==> config.mk <==
export PLATFORM = sky130hd
export DESIGN_NAME = pipeline_hazard_ctrl
export DESIGN_NICKNAME = d
export VERILOG_FILES = /design/src/rtl/pipeline_hazard_ctrl.sv
export SDC_FILE = /design/constraint.sdc
export NUM_CORES = 1
export LEC_CHECK = 0
export BUFFER_PORTS_ARGS = -buffer_cell sky130_fd_sc_hd__buf_2
export CAP_MARGIN = 10
export CORE_UTILIZATION = 47
export CTS_CLUSTER_SIZE = 16
export DETAILED_ROUTE_END_ITERATION = 6
export PLACE_DENSITY = 0.76
export SYNTH_ARGS = -nofsm -noshare
export SYNTH_HDL_FRONTEND = slang
export SYNTH_SLANG_ARGS = --single-unit
==> constraint.sdc <==
create_clock -name clk -period 1.9 [get_ports clk]
set_input_delay 0.19 -clock clk [delete_from_list [all_inputs] [get_ports clk]]
set_output_delay 0.19 -clock clk [all_outputs]
set_load 0.05 [all_outputs]
==> src/rtl/pipeline_hazard_ctrl.sv <==
// Stall/flush sequencer for the 5-stage pipeline. It resolves load-use and
// redirect hazards combinationally, and freezes the pipe while a data-memory
// access is outstanding. A bounded wait escalates to a sticky error state.
// Stall and flush events are tallied in saturating counters.
module pipeline_hazard_ctrl #(
  parameter int TIMEOUT = 16,
  parameter int CNT_W   = 16
) (
  input  logic             clk,
  input  logic             reset,
  input  logic [4:0]       id_rs1,
  input  logic [4:0]       id_rs2,
  input  logic             id_uses_rs1,
  input  logic             id_uses_rs2,
  input  logic             ex_mem_read,
  input  logic [4:0]       ex_rd,
  input  logic             ex_branch_taken,
  input  logic             ex_jump,
  input  logic             mem_req,
  input  logic             mem_ready,
  output logic             pc_write,
  output logic             if_id_write,
  output logic             if_id_flush,
  output logic             id_ex_bubble,
  output logic             id_ex_hold,
  output logic             ex_mem_hold,
  output logic             mem_error,
  output logic [CNT_W-1:0] stall_cnt,
  output logic [CNT_W-1:0] flush_cnt,
  output logic [1:0]       state
);

  typedef enum logic [1:0] {
    RUN      = 2'd0,
    MEM_WAIT = 2'd1,
    ERROR    = 2'd2
  } state_t;

  localparam logic [7:0]       WAIT_LIMIT = 8'(TIMEOUT);
  localparam logic [CNT_W-1:0] CNT_MAX    = '1;

  state_t           state_q, state_d;
  logic [7:0]       wait_q, wait_d;
  logic             mem_error_q, mem_error_d;
  logic [CNT_W-1:0] stall_q, flush_q;
  logic             load_use, redirect, count_flush;

  // Counters stop at all-ones instead of wrapping.
  function automatic logic [CNT_W-1:0] sat_inc(input logic [CNT_W-1:0] v);
    return (v == CNT_MAX) ? v : v + 1'b1;
  endfunction

  // Hazard detection; x0 is never a real dependency.
  always_comb begin
    load_use = ex_mem_read && (ex_rd != 5'd0) &&
               ((id_uses_rs1 && (id_rs1 == ex_rd)) ||
                (id_uses_rs2 && (id_rs2 == ex_rd)));
    redirect = ex_branch_taken || ex_jump;
  end

  // Next-state logic and pipeline control outputs.
  always_comb begin
    state_d      = state_q;
    wait_d       = wait_q;
    mem_error_d  = mem_error_q;
    pc_write     = 1'b1;
    if_id_write  = 1'b1;
    if_id_flush  = 1'b0;
    id_ex_bubble = 1'b0;
    id_ex_hold   = 1'b0;
    ex_mem_hold  = 1'b0;
    count_flush  = 1'b0;
    case (state_q)
      RUN: begin
        if (mem_req && !mem_ready) begin
          // The EX instruction is held, so redirect/load-use are re-evaluated after release.
          pc_write    = 1'b0;
          if_id_write = 1'b0;
          id_ex_hold  = 1'b1;
          ex_mem_hold = 1'b1;
          state_d     = MEM_WAIT;
          wait_d      = 8'd1;
        end else if (redirect) begin
          if_id_flush  = 1'b1;
          id_ex_bubble = 1'b1;
          count_flush  = 1'b1;
        end else if (load_use) begin
          // One bubble suffices: the load moves on to EX/MEM next cycle.
          pc_write     = 1'b0;
          if_id_write  = 1'b0;
          id_ex_bubble = 1'b1;
        end
      end
      MEM_WAIT: begin
        pc_write    = 1'b0;
        if_id_write = 1'b0;
        id_ex_hold  = 1'b1;
        ex_mem_hold = 1'b1;
        if (mem_ready) begin
          state_d = RUN;
          wait_d  = 8'd0;
        end else if (wait_q >= WAIT_LIMIT) begin
          state_d     = ERROR;
          mem_error_d = 1'b1;
        end else begin
          wait_d = wait_q + 8'd1;
        end
      end
      default: begin
        pc_write    = 1'b0;
        if_id_write = 1'b0;
        id_ex_hold  = 1'b1;
        ex_mem_hold = 1'b1;
        state_d     = ERROR;
        mem_error_d = 1'b1;
      end
    endcase
    if (reset) begin
      pc_write     = 1'b0;
      if_id_write  = 1'b0;
      if_id_flush  = 1'b1;
      id_ex_bubble = 1'b1;
      id_ex_hold   = 1'b0;
      ex_mem_hold  = 1'b0;
      count_flush  = 1'b0;
    end
  end

  // State, wait counter, sticky error and performance counters.
  always_ff @(posedge clk) begin
    if (reset) begin
      state_q     <= RUN;
      wait_q      <= 8'd0;
      mem_error_q <= 1'b0;
      stall_q     <= '0;
      flush_q     <= '0;
    end else begin
      state_q     <= state_d;
      wait_q      <= wait_d;
      mem_error_q <= mem_error_d;
      if (!pc_write)   stall_q <= sat_inc(stall_q);
      if (count_flush) flush_q <= sat_inc(flush_q);
    end
  end

  assign mem_error = mem_error_q;
  assign stall_cnt = stall_q;
  assign flush_cnt = flush_q;
  assign state     = state_q;

endmodule

==> impl_metrics.toml <==
[outcome]
status = "finished, violations left"
violations = "design-rule violations"

[layout]
fillCellCount = 391
antenna_cells = 0
fin_util_pct = 66.1
design_area_um2 = 3120
drive_above_1_share_pct = 43.4
area_growth_pct = 35.1
layout.cells.non_filler = 415
seq_area_um2 = 892
nNetsFinal = 375
multiInputGateArea_um2 = 1480

[timing]
report.final.slew_viol_count = 0
skew_ns = 0.0108
setup_viol = 0
fmax_ghz = 0.538
hold_ws_ns = 0.0986
fin_crit_ns = 1.86
tightest_slew_ns = 0.472
relSlewSlack_pct = 68.6
setup_tns_ns = 0
fin_ws_ns = 0.0428
post-route-period-util_pct = 97.7
hold_violations = 0

[flow_run]
maxCapViolCount = 0

[power]
p_total_mw = 2.03
pwr_density_cell_nw_per_um2 = 650
leakage_nw = 1.25
p_seq_share_pct = 45.5
power_frac_clock_pct = 41.3
peakVddDrop_mv = 0.441
combPwrFrac_pct = 13.2
p_int_mw = 1.54
switching_share_pct = 24.3
power.switching_uw = 494

[placed_design]
place_inst = 402
post-place-ws_ns = -0.0801
place_congestion = 0.794
placed_area_um2 = 2820
place_hpwl_um = 3820
port-buffer-count = 64

[synthesis]
yosysWarnings = 0
ys_seq_area_share_pct = 37.2
synth.net_count = 291
syn_inst = 263
syn_area_um2 = 2310
async_reset_ff_share_pct = 0
yosys_most_used_dff = "dfxtp_1"
syn_area_per_cell_um2 = 8.79
synth-seq-cells = 43
synth-edff-count = 0
synth_cell_types = 52

[floorplanning]
ioPinCount = 65
die_y_um = 72.1
core_um2 = 4720
rows = 25
dieWidth_um = 72.1
initial_core_util_pct = 49.0
die_area_um2 = 5200

[clock_network]
clkTransAtPathRegs_ns = 0.08
cts-buffers-inserted = 5
htreeDepth = 2
clockRootBuffer = "clkbuf_8"
cts_buffer_depth = 2
clkLatencyLatePin_ns = 0.30
tritoncts = "yes"
cts_sinks = 43
ctsHoldBuffers = 0

[setup_path]
slowest_stage = "dfxtp_4"
r2r_slack_ns = 0.04
cp.required_ns = 2.09
cp-startpoint = "stall_cnt[9]"
cpMostUsedCell = "and3_4"
reg2reg_from = "stall_cnt[9]"
worstReg2RegEnd = "stall_cnt[11]"
cp_num_buf_inv = 1
crit_chain = "and4_1 > and3_4 > and3_4 > and3_4 > buf_4 > nor3_2 > mux2_4"
slowest_delay_ns = 0.35
crit_type = "reg2reg"
worst_ep_arrival_time_ns = 2.05
path_depth = 7
startpoint_type = "flip-flop"
crit_path_max_fanout = 6
end_kind = "flip-flop"
cp_top_family = "simple AND/OR/NAND/NOR gates"
reg2reg_depth = 7

[grt]
grt_antenna_before_repair = 0
overflow = 0
grtUsageTotal_pct = 21.1
grt_pass1_vias = 2103
grt_pass1_wl_um = 8880
grt_max_degree = 44

[routing]
vias = 2221
via_per_inst = 5.35
drtIter0Drc = 128
wire_per_inst_um = 13.3
drcViolationCount = 2
firstDrtPassIters = 6
wl_um = 5540
ant_nets = 0

[min_path]
min-delay-start = "mem_ready"
min_path_cells = 2
min_to = "state[0]"
hold_path_class = "in2reg"
## flip-flops by register name, summed over array words and instances, names as in the netlist
signal     flops
state          2
mem_error      1
stall_cnt     16
flush_cnt     16
wait_q         8
## final cells by class
cell class                      count  share of cell area [%]
Clock buffer                        6                    2.32
Tap cell                           67                    2.68
Inverter                            7                    1.08
Timing Repair Buffer               86                    16.0
Sequential cell                    43                    28.6
Multi-Input combinational cell    204                    47.4
Clock inverter                      2                    1.92
## logic make-up (layout without fill, tap and decap cells)
logic type,Yosys count,in the layout,synth area share [%]
compound gates,47,47,13.8
xor+xnor,21,21,7.95
mux,7,7,3.84
simple gates,123,125,30.1
fa+ha+maj,4,4,2.16
buf+inv,18,101,4.92
flops,43,43,37.2
## placed cells by master (no fill, tap or decap), types with 3 or more instances in the layout
cell type	n
buf_2	61
nor2_1	32
dfxtp_1	24
buf_4	23
xnor2_1	19
dfxtp_2	16
nand2_1	14
nand3_1	13
a21oi_1	13
o31ai_1	9
nand4_1	8
or4_1	7
nor2b_1	7
inv_1	6
a31oi_1	5
clkbuf_8	5
o21ai_0	4
and4_1	4
and3_4	4
a21oi_2	4
or3_1	4
and3_1	4
nor3_1	4
ha_1	4
nor2_2	3
mux2_4	3
or4_4	3
mux2_2	3
dfxtp_4	3
## worst max-delay path by stage
| stage | end |
|---|---|
| finish | stall_cnt[11] |
| global route | wait_q[0] |
| CTS | stall_cnt[8] |
| detailed placement | stall_cnt[6] |
| global placement | stall_cnt[5] |
| floorplan | stall_cnt[14] |
## cells in the mapped netlist, drive strengths merged (7+ instances only)
| library cell | instances | area (µm²) |
|---|---|---|
| xnor2 | 19 | 166 |
| nand3 | 14 | 70.1 |
| nor2b | 7 | 43.8 |
| and3 | 7 | 58.8 |
| nor2 | 36 | 135 |
| o31ai | 9 | 67.6 |
| dfxtp | 43 | 861 |
| inv | 7 | 28.8 |
| nand4 | 8 | 50.1 |
| nand2 | 14 | 52.6 |
| a21oi | 17 | 88.8 |
| or4 | 10 | 75.1 |
## routing by layer
layer  wire length [µm]  part of all wire (%)  track usage (%)  vias up
li1                   -                     -                -     1123
met2               2770                    50             37.1       56
met4                 54                  0.97             8.50        0
met5                  0                     0                0        -
met3                248                   4.5             4.58        6
met1               2470                    45             24.9     1036
## power by group through the flow
stage / sequential [mW] / clock, mW / combinational, mW
5_1_grt: 0.925 / 0.897 / 0.290
3_5_place_dp: 0.944 / 0 / 0.254
2_1_floorplan: 0.975 / 0 / 0.153
3_3_place_gp: 0.944 / 0 / 0.250
4_1_cts: 0.923 / 0.860 / 0.262
6_report: 0.924 / 0.837 / 0.269
## repair_timing
item	in CTS	in global routing
pin swaps	0	9
buffers inserted	0	3
gates cloned	1	1
setup endpoints to repair	8	28
endpoints found under the hold margin	0	0
resized for setup	8	22
## worst reg2reg max path, cell delays in order, from the launching register on
cell and delay, ns:
dfxtp_4 0.35, and4_1 0.20, and3_4 0.19, and3_4 0.20, and3_4 0.21, buf_4 0.14
nor3_2 0.17, mux2_4 0.31
No activity file was read; power rests on OpenSTA's default activity.
